$ cat config.mk
export PLATFORM = sky130hd
export DESIGN_NAME = prng_multi
export DESIGN_NICKNAME = d
export VERILOG_FILES = /design/src/rtl/prng_pkg.sv /design/src/rtl/lfsr_lane.sv /design/src/rtl/prng_multi.sv
export SDC_FILE = /design/constraint.sdc
export NUM_CORES = 1
export LEC_CHECK = 0
export ABC_AREA = 0
export BUFFER_PORTS_ARGS = -buffer_cell sky130_fd_sc_hd__buf_2
export CAP_MARGIN = 25
export CORE_ASPECT_RATIO = 1.5
export CORE_MARGIN = 3
export CORE_UTILIZATION = 35
export CTS_CLUSTER_DIAMETER = 80
export DETAILED_ROUTE_END_ITERATION = 6
export HOLD_SLACK_MARGIN = 0.08
export PLACE_DENSITY_LB_ADDON = 0.05
export SLEW_MARGIN = 10
export SYNTH_ARGS = -nofsm -noshare
export SYNTH_HDL_FRONTEND = slang
export SYNTH_SLANG_ARGS = --single-unit
export TNS_END_PERCENT = 1
$ cat constraint.sdc
create_clock -name clk -period 3.25 [get_ports clk]
set_clock_uncertainty 0.15 [all_clocks]
set_input_delay 0.325 -clock clk [delete_from_list [all_inputs] [get_ports clk]]
set_output_delay 0.325 -clock clk [all_outputs]
set_load 0.005 [all_outputs]
$ cat src/rtl/prng_pkg.sv
// Shared types and helper functions for the multi-lane LFSR random source.
// Tap masks, seed-spreading constants and per-lane seed derivation.
package prng_pkg;

    typedef enum logic {
        WARMUP = 1'b0,
        RUN    = 1'b1
    } prng_state_e;

    function automatic logic [31:0] lfsr_taps(input int width);
        case (width)
            16:      return 32'h0000_002D;
            24:      return 32'h0000_0087;
            default: return 32'hC000_0401;
        endcase
    endfunction

    function automatic logic [31:0] golden(input int width);
        case (width)
            16:      return 32'h0000_9E37;
            24:      return 32'h009E_3779;
            default: return 32'h9E37_79B9;
        endcase
    endfunction

    function automatic logic [31:0] width_mask(input int width);
        return (width >= 32) ? 32'hFFFF_FFFF : ((32'h1 << width) - 32'h1);
    endfunction

    // All-zero is the lock-up state of an XOR LFSR, so it is replaced by all-ones.
    function automatic logic [31:0] lane_seed(input logic [31:0] seed, input int c, input int width);
        logic [31:0] mask;
        logic [31:0] s;
        mask = width_mask(width);
        s    = (seed ^ (32'(c) * golden(width))) & mask;
        if (s == 32'h0) s = mask;
        return s;
    endfunction

endpackage

$ cat src/rtl/lfsr_lane.sv
// One Fibonacci LFSR lane: state register plus a STEPS-deep unrolled shifter.
// Load has priority over advance.
module lfsr_lane #(
    parameter int               WIDTH   = 16,
    parameter int               STEPS   = 1,
    parameter logic [WIDTH-1:0] TAPS    = '0,
    parameter logic [WIDTH-1:0] RST_VAL = '1
) (
    input  logic             clk,
    input  logic             rst,
    input  logic             load,
    input  logic [WIDTH-1:0] load_val,
    input  logic             adv,
    output logic [WIDTH-1:0] state
);

    logic [WIDTH-1:0] state_q;
    logic [WIDTH-1:0] nxt;

    // NOTE: blocking '=' here is intentional; each loop iteration feeds the next within one evaluation.
    always_comb begin
        nxt = state_q;
        for (int i = 0; i < STEPS; i++) begin
            nxt = {^(nxt & TAPS), nxt[WIDTH-1:1]};
        end
    end

    // NOTE: sequential state uses '<=' so every register samples pre-edge values.
    always_ff @(posedge clk or posedge rst) begin
        if (rst)       state_q <= RST_VAL;
        else if (load) state_q <= load_val;
        else if (adv)  state_q <= nxt;
    end

    assign state = state_q;

endmodule

$ cat src/rtl/prng_multi.sv
// Multi-lane LFSR random source with warm-up, runtime reseed and a
// valid/ready stream delivering all lanes in one beat.
module prng_multi
    import prng_pkg::*;
#(
    parameter int          WIDTH        = 16,
    parameter int          NUM_CH       = 4,
    parameter int          STEPS        = 1,
    parameter int          WARMUP_DRAWS = 0,
    parameter logic [31:0] SEED         = 32'hbeef
) (
    input  logic                    clk,
    input  logic                    rst,
    input  logic                    reseed_valid,
    output logic                    reseed_ready,
    input  logic [WIDTH-1:0]        reseed_data,
    output logic                    out_valid,
    input  logic                    out_ready,
    output logic [NUM_CH*WIDTH-1:0] out_data,
    output logic [31:0]             draw_count
);

    if (!(WIDTH == 16 || WIDTH == 24 || WIDTH == 32)) begin : g_bad_width
        $error("prng_multi: WIDTH must be 16, 24 or 32");
    end
    if (NUM_CH < 1 || NUM_CH > 16) begin : g_bad_num_ch
        $error("prng_multi: NUM_CH must be 1..16");
    end
    if (STEPS < 1 || STEPS > WIDTH) begin : g_bad_steps
        $error("prng_multi: STEPS must be 1..WIDTH");
    end
    if (WARMUP_DRAWS < 0 || WARMUP_DRAWS > 255) begin : g_bad_warmup
        $error("prng_multi: WARMUP_DRAWS must be 0..255");
    end

    localparam logic [WIDTH-1:0] TAPS      = WIDTH'(lfsr_taps(WIDTH));
    localparam logic [7:0]       WARM_INIT = 8'(WARMUP_DRAWS);

    prng_state_e state_q, state_d;
    logic [7:0]  warm_q, warm_d;
    logic        ready_q;
    logic        adv;
    logic        out_fire;
    logic        reseed_fire;
    logic [31:0] seed_ext;

    assign out_valid    = (state_q == RUN);
    assign reseed_ready = ready_q;
    assign out_fire     = out_valid && out_ready;
    assign reseed_fire  = reseed_valid && reseed_ready;
    assign seed_ext     = 32'(reseed_data);

    for (genvar c = 0; c < NUM_CH; c++) begin : g_lane
        localparam logic [WIDTH-1:0] RST_VAL = WIDTH'(lane_seed(SEED, c, WIDTH));
        logic [WIDTH-1:0] load_val;

        assign load_val = WIDTH'(lane_seed(seed_ext, c, WIDTH));

        lfsr_lane #(
            .WIDTH   (WIDTH),
            .STEPS   (STEPS),
            .TAPS    (TAPS),
            .RST_VAL (RST_VAL)
        ) u_lane (
            .clk      (clk),
            .rst      (rst),
            .load     (reseed_fire),
            .load_val (load_val),
            .adv      (adv),
            .state    (out_data[c*WIDTH +: WIDTH])
        );
    end

    // NOTE: every output of this block gets a default first, so no path can infer a latch.
    always_comb begin
        state_d = state_q;
        warm_d  = warm_q;
        adv     = 1'b0;
        if (reseed_fire) begin
            state_d = WARMUP;
            warm_d  = WARM_INIT;
        end else begin
            case (state_q)
                WARMUP: begin
                    if (warm_q != 8'd0) begin
                        adv    = 1'b1;
                        warm_d = warm_q - 8'd1;
                    end else begin
                        state_d = RUN;
                    end
                end
                RUN:     adv = out_fire;
                default: state_d = WARMUP;
            endcase
        end
    end

    always_ff @(posedge clk or posedge rst) begin
        if (rst) begin
            state_q    <= WARMUP;
            warm_q     <= WARM_INIT;
            ready_q    <= 1'b0;
            draw_count <= 32'd0;
        end else begin
            state_q <= state_d;
            warm_q  <= warm_d;
            ready_q <= 1'b1;
            // A reseed coinciding with a fire still consumes the beat, but the count restarts.
            if (reseed_fire)   draw_count <= 32'd0;
            else if (out_fire) draw_count <= draw_count + 32'd1;
        end
    end

endmodule
==> metrics.md, run 1 <==
| Metric | Value |
|---|---|
| Clock sink total | `roughly 110` |
| Syn Area/Cell | `9.012 um^2` |
| Outcome | `finished, final reports clean` |
| Hold_buf cts | `1` |
| Mapped Area | `between 5000 and 6000 um^2` |
| CTS tree | `done` |
| CP Capture Type | `flip-flop` |
| All-layer global routing usage | `19.80%` |
| Slowest cell on the critical path | `or4_1` |
| Num rows | `53` |
| Post-route design area | `roughly 6300 um^2` |
| Vias in the first global route | `4446` |
| Multi-input gate area | `2332 um^2` |
| Synth warnings | `0` |
| Sequential Area | `2688 um^2` |
| Final Hold Fails | `0` |
| Core area | `around 14000 um^2` |
| Final setup viols | `0` |
| Hpwl dp | `~11000 um` |
| Crit path kind | `flip-flop to flip-flop` |
| Slew Limit Fails | `0` |
| RSZ-0062 raised after global routing | `false` |
| Total CTS buffers | `9` |
| Layout cells sized above 1 | `26.02%` |
| Pwr/cell area | `851.8 nW/um^2` |
| Port bufs | `between 100 and 150` |
| Die Y-Extent | `154.8 um` |
| Number of remaining DRC errors | `0` |
| Startpoint Class | `flip-flop` |
| CP top delay family | `simple AND/OR/NAND/NOR gates` |
| Die W | `105.2 um` |
| Detail Route Antenna Nets | `0` |
| Highest clock rate | `418.2 MHz` |
| Critical Path Fanout Max | `7` |
| Root buf cell | `clkbuf_16` |
| VDD IR max | `between 0.0003 and 0.0004 V` |
| Post-Route WL | `around 16000 um` |
| Bufs and invs on worst path | `0` |
| Asr flop ratio synth | `100.0%` |
| Detailed-route via count | `between 4000 and 5000` |
| Leak Pwr | `around 2.8 nW` |
| Final TNS setup | `0 ns` |
| Area added between synthesis and finish | `21.83%` |
| Placer Congestion | `0.8037` |
| Clock buffer depth | `2` |
| Crit path cell chain | `ha_1 -> nand3_1 -> or2_1 -> or4_1 -> or3_1 -> a21oi_1` |
| Clock Latency Late Sink | `0.35 ns` |
| Arrival time worst endpoint | `2.51 ns` |
| Worst Hold Class | `input port to flip-flop` |
| Post-synth EDFFs | `0` |
| Syn Nets | `around 600` |
| CTS clk-pin slew, worst paths | `0.07 ns` |
| Number of register bits inferred by synthesis | `between 100 and 150` |
| CTS resizes | `0` |
| Post-CTS Setup Bufs | `0` |
| Tot Pwr | `5.359 mW` |
| Layout net count | `702` |
| Post-DP Area | `between 5000 and 6000 um^2` |
| Sequential fraction of the synthesis area | `between 50% and 60%` |
| Full die area | `about 16000 um^2` |
| Via-per-instance ratio | `5.260` |
| Grt ovf | `0` |
| Min Tclk post-route | `2.391 ns` |
| Initial drt markers | `206` |
| CP peak stage delay | `about 0.67 ns` |
| Antenna violations before repair | `0` |
| Synth cell types | `40` |
| Starting density of the core | `36.22%` |
| Tightest Pin Transition | `0.7598 ns` |
| Slew headroom | `between 40% and 50%` |
| Initial DRT Pass Iterations | `4` |
| Filler Cell Count | `1442` |
| Largest net degree at the start of global routing | `67` |
| Worst path required time | `3.37 ns` |
| Synthesized instance count | `573` |
| Wirelength per Cell | `18.01 um` |
| Synth Flop Type | `dfrtp_1` |
| Max-cap viol count | `0` |
| H-Tree Level Count | `3` |
| N_diodes | `0` |
| Period utilization | `73.57%` |
| IO Pins | `118` |
| Global-route wire length before repair | `25150 um` |
worst paths after layout:
kind,start,endpoint,slack (ns),depth (start not counted)
worst max register to register,draw_count[0],draw_count[26],0.86,6
min in group asynchronous,rst,draw_count[15],0.43,3
max in group asynchronous,rst,g_lane[3].u_lane.state[1],1.79,4
worst min register to register,g_lane[3].u_lane.state[1],g_lane[3].u_lane.state[1],0.33,2
worst max-delay path,draw_count[0],draw_count[26],0.86,6
worst min-delay path,out_ready,draw_count[1],0.13,3
cells by family after synthesis:
logic type / synth area share, %
and+or+nand+nor: 22.22
other: 0.07262
AOI/OAI and AO/OA: 14.85
DFF: 52.05
adders and majority gates: 0.7270
muxes: 0.1939
xor gates and xnor gates: 6.785
buffers and inverters: 3.102
state kept, by name (all words and copies together) (netlist names):
| signal | count |
|---|---|
| reseed_ready | 1 |
| draw_count | 32 |
| warm_q | 8 |
| g_lane.u_lane.state | 64 |
| out_valid | 1 |
layer usage:
layer	GRT usage (%)	part of all wire (%)	wire, um	vias up
li1	-	-	-	2229
met3	3.382	4.7	747	16
met2	34.25	52	8187	140
met1	25.23	42	6612	2223
met5	0	0	0	-
met4	6.191	1.4	227	0
stage by stage:
| stage | utilization (%) | setup slack [ns] | instances | hold slack [ns] |
|---|---|---|---|---|
| after floorplan | - | 0.03245 | 573 | 0.3042 |
| final | 44.12 | 0.8589 | 876 | 0.1329 |
| after global routing | 44.12 | 0.6907 | 876 | 0.1466 |
| after global placement | 41.96 | 0.8795 | 859 | 0.2573 |
| after CTS | 44.12 | 0.8334 | 876 | 0.1141 |
| after detailed placement | 41.96 | 0.8600 | 859 | 0.2651 |
layout make-up:
| type | count | area share, % |
|---|---|---|
| clock inverter | 4 | 0.8353 |
| multi-input combinational | 426 | 37.07 |
| timing repair buffer | 129 | 11.18 |
| clock buffer | 12 | 3.918 |
| sequential | 106 | 42.72 |
| tap | 192 | 3.819 |
| inverter | 7 | 0.4574 |
cell usage after synthesis (7+ instances only):
library cell / count / share of area (%)
dfrtp_1: 78 / 38
and3_1: 10 / 1.2
clkbuf_1: 27 / 2.0
nor2_1: 70 / 5.1
inv_1: 7 / 0.51
a31oi_1: 17 / 2.1
xor2_1: 13 / 2.2
nand3_1: 9 / 0.87
or3_1: 8 / 0.97
o21ai_0: 60 / 5.8
xnor2_1: 27 / 4.6
nor4_1: 8 / 0.97
a21oi_1: 37 / 3.6
nand2_1: 82 / 6.0
o22ai_1: 19 / 2.3
nor3_1: 23 / 2.2
dfstp_2: 28 / 14
worst min-delay path, cell delays in order:
cell	delay (ns)
buf_2	0.13
nand3_1	0.08
a21oi_1	0.05
power breakdown:
part | total, mW | leakage (nW) | switching [mW] | internal, mW
registers | 2.38 | 1.28 | 0.451 | 1.93
logic | 1.86 | 1.34 | 0.991 | 0.872
clock network | 1.11 | 0.147 | 0.490 | 0.621
total | 5.36 | 2.77 | 1.93 | 3.43
cell usage in the layout, fill, tap and decap left out, types with 2 or more instances in the layout:
master,instances
a31o_2,2
or4_1,6
nor3b_1,2
a21oi_1,37
a31oi_1,16
clkinv_4,2
clkbuf_16,9
and4_1,6
ha_1,3
nand2_1,82
dfstp_2,28
o22ai_1,19
or3_1,8
xor2_1,13
o21ai_0,60
nor3_1,23
buf_4,9
buf_12,2
nor4_1,8
nand4_1,5
nand3_1,9
buf_2,117
clkbuf_1,2
nor2_1,70
nor4bb_1,2
inv_1,6
o21ai_1,3
dfrtp_1,78
and3_1,10
xnor2_1,27
No activity file was read; power rests on OpenSTA's default activity.
==> run 2, diff against run 1 <==
==> constraint.sdc (replaced) <==
create_clock -name clk -period 2.15 [get_ports clk]
set_clock_uncertainty 0.15 [all_clocks]
set_input_delay 0.215 -clock clk [delete_from_list [all_inputs] [get_ports clk]]
set_output_delay 0.215 -clock clk [all_outputs]
set_load 0.005 [all_outputs]
==> run 2 against run 1 <==
  * Core utilization rose by 3.1 points
  * Global-route usage grew 0.45 points
  * Largest power group unchanged
  * Hold slack lost 0.030 ns
  * Setup slack got worse by 0.81 ns
  * Cell count up 5.3%
  * Total power grew 55%
==> metrics.md, run 2 (synthesis results as in run 1) <==
| Metric | Value |
|---|---|
| Outcome | `finished, final reports clean` |
| Dpl cells | `901 (+4.9%)` |
| All-layer global routing usage | `20.25% (+0.45 points)` |
| Grt ovf | `0 (unchanged)` |
| Port bufs | `117 (unchanged)` |
| Worst r2r dst | `draw_count[26]` |
| Tightest Pin Transition | `0.6006 ns (-0.1592 ns)` |
| Startpoint Class | `flip-flop` |
| IO Pins | `118 (unchanged)` |
| Slew Limit Fails | `0 (unchanged)` |
| Final TNS setup | `0 ns (unchanged)` |
| Part of the power in the clock network | `19.2% (-1.5 points)` |
| WHS Path Cells | `3 (unchanged)` |
| Number of remaining DRC errors | `0 (unchanged)` |
| Final setup viols | `0 (unchanged)` |
| Root buf cell | `clkbuf_16` |
| Vias in the first global route | `4764 (+7.2%)` |
| RSZ-0062 raised after global routing | `true` |
| Power Internal | `5.258 mW (+53%)` |
| Commonest non-fill, non-tap cell in the layout | `buf_2` |
| Slew headroom | `59.88% (+11 points)` |
| Clock Latency Late Sink | `0.34 ns (about the same)` |
| Worst r2r src | `draw_count[6]` |
| Global-route wire length before repair | `26120 um (+3.9%)` |
| Initial DRT Pass Iterations | `4 (unchanged)` |
| Hold_sp | `reseed_data[3]` |
| Highest clock rate | `476.8 MHz (+14%)` |
| Critical Path Fanout Max | `7 (unchanged)` |
| Largest net degree at the start of global routing | `51 (-24%)` |
| Core area | `14260 um^2 (unchanged)` |
| Initial drt markers | `209 (+1.5%)` |
| Layout cells sized above 1 | `31.78% (+5.8 points)` |
| Hpwl dp | `11780 um (+5.6%)` |
| VDD IR max | `0.0006474 V (+64%)` |
| Period utilization | `97.55% (+24 points)` |
| Number of flip-flops in the largest register | `64 (unchanged)` |
| CTS clk-pin slew, worst paths | `0.08 ns (about the same)` |
| Detail Route Antenna Nets | `0 (unchanged)` |
| Clock buffer depth | `2 (unchanged)` |
| Layout net count | `748 (+6.6%)` |
| Full die area | `16280 um^2 (unchanged)` |
| Starting density of the core | `36.22% (unchanged)` |
| N_diodes | `0 (unchanged)` |
| Most frequent cells in the layout | `buf_2 (117), nand2_1 (82), dfrtp_1 (78), nor2_1 (68), o21ai_0 (60)` |
| Area added between synthesis and finish | `30.48%` |
| Post-Route WL | `16340 um (+3.6%)` |
| Sequential share of power | `42.8% (-1.7 points)` |
| Worst path required time | `2.28 ns (-1.09 ns)` |
| Die W | `105.2 um (unchanged)` |
| Num rows | `53 (unchanged)` |
| Wirelength per Cell | `17.72 um (-1.6%)` |
| WHS Endpoint | `g_lane[0].u_lane.state[3]` |
| Logic pwr share | `37.9% (+3.1 points)` |
| NetSw | `3.031 mW (+57%)` |
| CP Capture Type | `flip-flop` |
| Via-per-instance ratio | `5.202 (-1.1%)` |
| Antenna violations before repair | `0 (unchanged)` |
| Leak Pwr | `3.014 nW (+9.0%)` |
| Die Y-Extent | `154.8 um (unchanged)` |
| Tot Pwr | `8.289 mW (+55%)` |
| H-Tree Level Count | `3 (unchanged)` |
| Sw Share | `36.57% (+0.50 points)` |
| Placer Congestion | `0.8105 (+0.85%)` |
| Min Tclk post-route | `2.097 ns (-0.2938 ns)` |
| Max-cap viol count | `0 (unchanged)` |
| Pwr/cell area | `1230 nW/um^2 (+44%)` |
| Clock sink total | `106 (unchanged)` |
| Arrival time worst endpoint | `2.22 ns (-0.29 ns)` |
| Crit path kind | `flip-flop to flip-flop` |
| Final Hold Fails | `0 (unchanged)` |
| Total CTS buffers | `9 (unchanged)` |
| Non-Filler Instances | `922 (+5.3%)` |
| Detailed-route via count | `4796 (+4.1%)` |
| Worst Hold Class | `input port to flip-flop` |
| CTS tree | `done` |
| Reg2reg path depth | `5 (-1)` |
| Reg2Reg Setup Slack | `0.05 ns (-0.81 ns)` |
run 2: how the worst max path moves through the flow:
stage                  startpoint                          to
finish              draw_count[6]              draw_count[26]
global route        draw_count[0]              draw_count[31]
CTS                     warm_q[0]   g_lane[2].u_lane.state[4]
detailed placement  draw_count[1]              draw_count[26]
global placement    draw_count[0]              draw_count[26]
floorplan               warm_q[0]  g_lane[2].u_lane.state[10]
run 2: metal layers:
metal	track usage [%]	part of all wire (%)
met2	35.35	52
met1	25.74	42
met4	6.191	2.0
met3	3.215	4.6
met5	0	0
run 2: repair_timing:
item | 4_1_cts | 5_1_grt
endpoints found under the hold margin | 18 | 0
gates cloned | 0 | 0
hold buffers | 4 | 0
buffers inserted | 1 | 0
pin swaps | 2 | 2
gates resized for setup | 3 | 12
setup endpoints to repair | 61 | 69
run 2: layout make-up:
type                            instances  area (um^2)
Inverter                                7        30.03
Tap cell                              192        240.2
Timing Repair Buffer                  175         1122
Clock buffer                           10        229.0
Multi-Input combinational cell        426         2381
Sequential cell                       106         2688
Clock inverter                          6        47.55
Fill cell                            1468         7520
run 2: through the flow:
step	cell area (um^2)	worst slack (ns)	hold WS (ns)	util (%)
after floorplan	5167	-0.06432	0.1942	-
after global placement	6361	-0.02708	0.1556	44.62
after detailed placement	6361	-0.09178	0.1656	44.62
after CTS	6700	0.006691	0.08513	46.99
after global routing	6738	-0.05025	0.09054	47.26
final	6738	0.05268	0.1032	47.26
run 2: power by group through the flow:
stage / Clock (mW) / Sequential (mW) / Combinational (mW)
after floorplan: 0 / 3.53 / 1.63
after global placement: 0 / 3.57 / 3.06
after detailed placement: 0 / 3.59 / 3.11
after CTS: 1.65 / 3.56 / 3.15
after global routing: 1.72 / 3.67 / 3.51
final: 1.59 / 3.55 / 3.15
run 2: worst max-delay path: stages, from the launching register on:
cell and delay, ns:
dfrtp_1 0.39, and4_2 0.27, nand4_4 0.11, or4_4 0.59, or3_1 0.39, a21oi_2 0.14
==> run 3, diff against run 2 <==
--- a/config.mk
+++ b/config.mk
@@ -10,7 +10,7 @@
 export CAP_MARGIN = 25
 export CORE_ASPECT_RATIO = 1.5
 export CORE_MARGIN = 3
-export CORE_UTILIZATION = 35
+export CORE_UTILIZATION = 49
 export CTS_CLUSTER_DIAMETER = 80
 export DETAILED_ROUTE_END_ITERATION = 6
 export HOLD_SLACK_MARGIN = 0.08
==> run 3 against run 2 <==
  * The flow now finishes with violations (setup timing)
  * Clock power down 5%
  * Non-clock buffer count grew 6
  * Sequential power about the same
  * Via count grew 4.3%
  * Critical endpoint is now g_lane[2].u_lane.state[9]
  * Largest cell class unchanged
  * Largest power group is now combinational logic
==> metrics.md, run 3 (synthesis results as in run 1) <==
| Metric | Value |
|---|---|
| Worst setup path startpoint | `warm_q[0]` |
| Wirelength per Cell | `18.01 um (+1.6%)` |
| Tightest Pin Transition | `0.5502 ns (-0.05038 ns)` |
| Period utilization | `101.2% (+3.6 points)` |
| Arrival time worst endpoint | `2.30 ns (+0.08 ns)` |
| Port bufs | `117 (unchanged)` |
| Critical Path Fanout Max | `8 (+1)` |
| Placer Congestion | `0.8426 (+4.0%)` |
| VDD IR max | `0.0008334 V (+29%)` |
| Final TNS setup | `-0.02814 ns (-0.02814 ns)` |
| Layout net count | `754 (+0.80%)` |
| Global-route wire length before repair | `25160 um (-3.7%)` |
| Crit path kind | `flip-flop to flip-flop` |
| Hold_sp | `reseed_data[10]` |
| Failing checks | `setup timing` |
| Detailed-route via count | `5001 (+4.3%)` |
| Final setup viols | `2 (+2)` |
| N_diodes | `0 (unchanged)` |
| Full die area | `11830 um^2 (-27%)` |
| Starting density of the core | `50.67% (+14 points)` |
| Slew headroom | `63.15% (+3.3 points)` |
| Via-per-instance ratio | `5.709 (+9.7%)` |
| Top Layer Used | `met4` |
| Worst path required time | `2.28 ns (about the same)` |
| CTS clk-pin slew, worst paths | `0.07 ns (about the same)` |
| Dpl ws | `-0.08060 ns (+0.01118 ns)` |
| WHS Endpoint | `g_lane[3].u_lane.state[10]` |
| H-Tree Level Count | `3 (unchanged)` |
| Most frequent cells in the layout | `buf_2 (117), nand2_1 (81), dfrtp_1 (78), nor2_1 (68), o21ai_0 (55)` |
| Hpwl dp | `10880 um (-7.6%)` |
| Layout cells sized above 1 | `34.97% (+3.2 points)` |
| Final Hold Fails | `0 (unchanged)` |
| Clock buffer depth | `2 (unchanged)` |
| RSZ-0062 raised after global routing | `true` |
| Highest clock rate | `459.8 MHz (-3.6%)` |
| Filler Cell Count | `875 (-40%)` |
| Total CTS buffers | `9 (unchanged)` |
| Outcome | `complete, but fails checks` |
| Reg2reg path depth | `10 (+5)` |
| Area added between synthesis and finish | `34.00%` |
| DR WL met2 | `8301 um (-1.8%)` |
| Final hold slack | `0.09424 ns (-0.008931 ns)` |
| Max-cap viol count | `0 (unchanged)` |
| Core area | `10190 um^2 (-29%)` |
| Wire length on met1 | `6129 um (-10%)` |
| Die Y-Extent | `131.7 um (-15%)` |
| Pwr/cell area | `1256 nW/um^2 (+2.1%)` |
| Largest net degree at the start of global routing | `52 (+2.0%)` |
| Tot Pwr | `8.687 mW (+4.8%)` |
| Die W | `89.82 um (-15%)` |
| Worst r2r src | `warm_q[0]` |
| Commonest non-fill, non-tap cell in the layout | `buf_2` |
| Post-Route WL | `15780 um (-3.4%)` |
| Initial DRT Pass Iterations | `5 (+1)` |
| Final Core Density | `67.89% (+21 points)` |
| Grt ovf | `0 (unchanged)` |
| Startpoint Class | `flip-flop` |
| Leak Pwr | `3.063 nW (+1.6%)` |
| Worst r2r dst | `g_lane[2].u_lane.state[9]` |
| IO Pins | `118 (unchanged)` |
| Num rows | `45 (-15%)` |
| Slew Limit Fails | `0 (unchanged)` |
| Min Tclk post-route | `2.175 ns (+0.07766 ns)` |
| WHS Path Cells | `3 (unchanged)` |
| Vias in the first global route | `4969 (+4.3%)` |
| Number of remaining DRC errors | `0 (unchanged)` |
| Detail Route Antenna Nets | `0 (unchanged)` |
| Initial drt markers | `280 (+34%)` |
| Clock sink total | `106 (unchanged)` |
| Root buf cell | `clkbuf_16` |
| Antenna violations before repair | `0 (unchanged)` |
| All-layer global routing usage | `26.19% (+5.9 points)` |
| Clock Latency Late Sink | `0.35 ns (about the same)` |
| Worst setup margin | `-0.02498 ns (-0.07766 ns)` |
| CTS tree | `done` |
| Met3 WL | `967 um (+28%)` |
| Worst Hold Class | `input port to flip-flop` |
| Number of flip-flops in the largest register | `64 (unchanged)` |
| CP Capture Type | `flip-flop` |
| Reg2Reg Setup Slack | `-0.02 ns (-0.08 ns)` |
==> run 3: cell types whose count changed in the layout (fill, tap and decap cells not counted), sizes merged <==
cell,previous run,this run
clkinv,2,3
buf,171,172
inv,9,6
clkbuf,10,13
clkinvlp,2,3
dlygate4sd3,4,6
==> run 3: worst max path at each step <==
stage                                            end  slack, ns  cells after the start
after CTS                 g_lane[0].u_lane.state[12]     -0.002                      9
after floorplan           g_lane[2].u_lane.state[10]      -0.06                      9
after global placement     g_lane[0].u_lane.state[0]      -0.02                      9
after global routing       g_lane[2].u_lane.state[9]      -0.07                     10
final                      g_lane[2].u_lane.state[9]      -0.02                     10
after detailed placement  g_lane[0].u_lane.state[10]      -0.08                      9
==> run 3: per-layer routing <==
| metal | vias up | GRT usage (%) |
|---|---|---|
| li1 | 2327 | - |
| met2 | 184 | 46.11 |
| met5 | - | 0 |
| met3 | 28 | 4.868 |
| met1 | 2462 | 31.24 |
| met4 | 0 | 11.25 |
==> run 3: timing repair <==
item,in CTS,in global routing
hold buffers,6,0
hold endpoints to repair,44,0
cloned,1,2
setup buffers,7,1
pin swaps,5,9
setup endpoints to repair,59,66
resized for setup,15,36
==> run 3: area by class of cell <==
class / instances / area (um^2) / share of cell area, %
Multi-Input combinational cell: 426 / 2564 / 37.05
Inverter: 7 / 30.03 / 0.4340
Sequential cell: 106 / 2688 / 38.84
Tap cell: 141 / 176.4 / 2.550
Clock buffer: 10 / 229.0 / 3.309
Timing Repair Buffer: 181 / 1199 / 17.32
Clock inverter: 5 / 33.78 / 0.4882
==> run 3: critical path: stages (launching register included) <==
cell and delay (ns):
dfrtp_1 0.39, inv_2 0.08, ha_4 0.13, or3b_4 0.41, nor2_4 0.10, buf_6 0.12
a31o_4 0.17, buf_6 0.13, a31oi_4 0.05, clkbuf_16 0.19, a31oi_1 0.17
==> run 3: power by group <==
group	internal (mW)	leakage, nW	switching [mW]
registers	2.92	1.28	0.646
clock network	0.778	0.124	0.736
logic	1.81	1.66	1.80
total	5.51	3.06	3.18
==> run 3: stage by stage <==
| stage | instances | area, um^2 |
|---|---|---|
| finish | 876 | 6919 |
| global route | 876 | 6919 |
| CTS | 874 | 6736 |
| detailed placement | 845 | 6247 |
| global placement | 845 | 6247 |
| floorplan | 573 | 5167 |
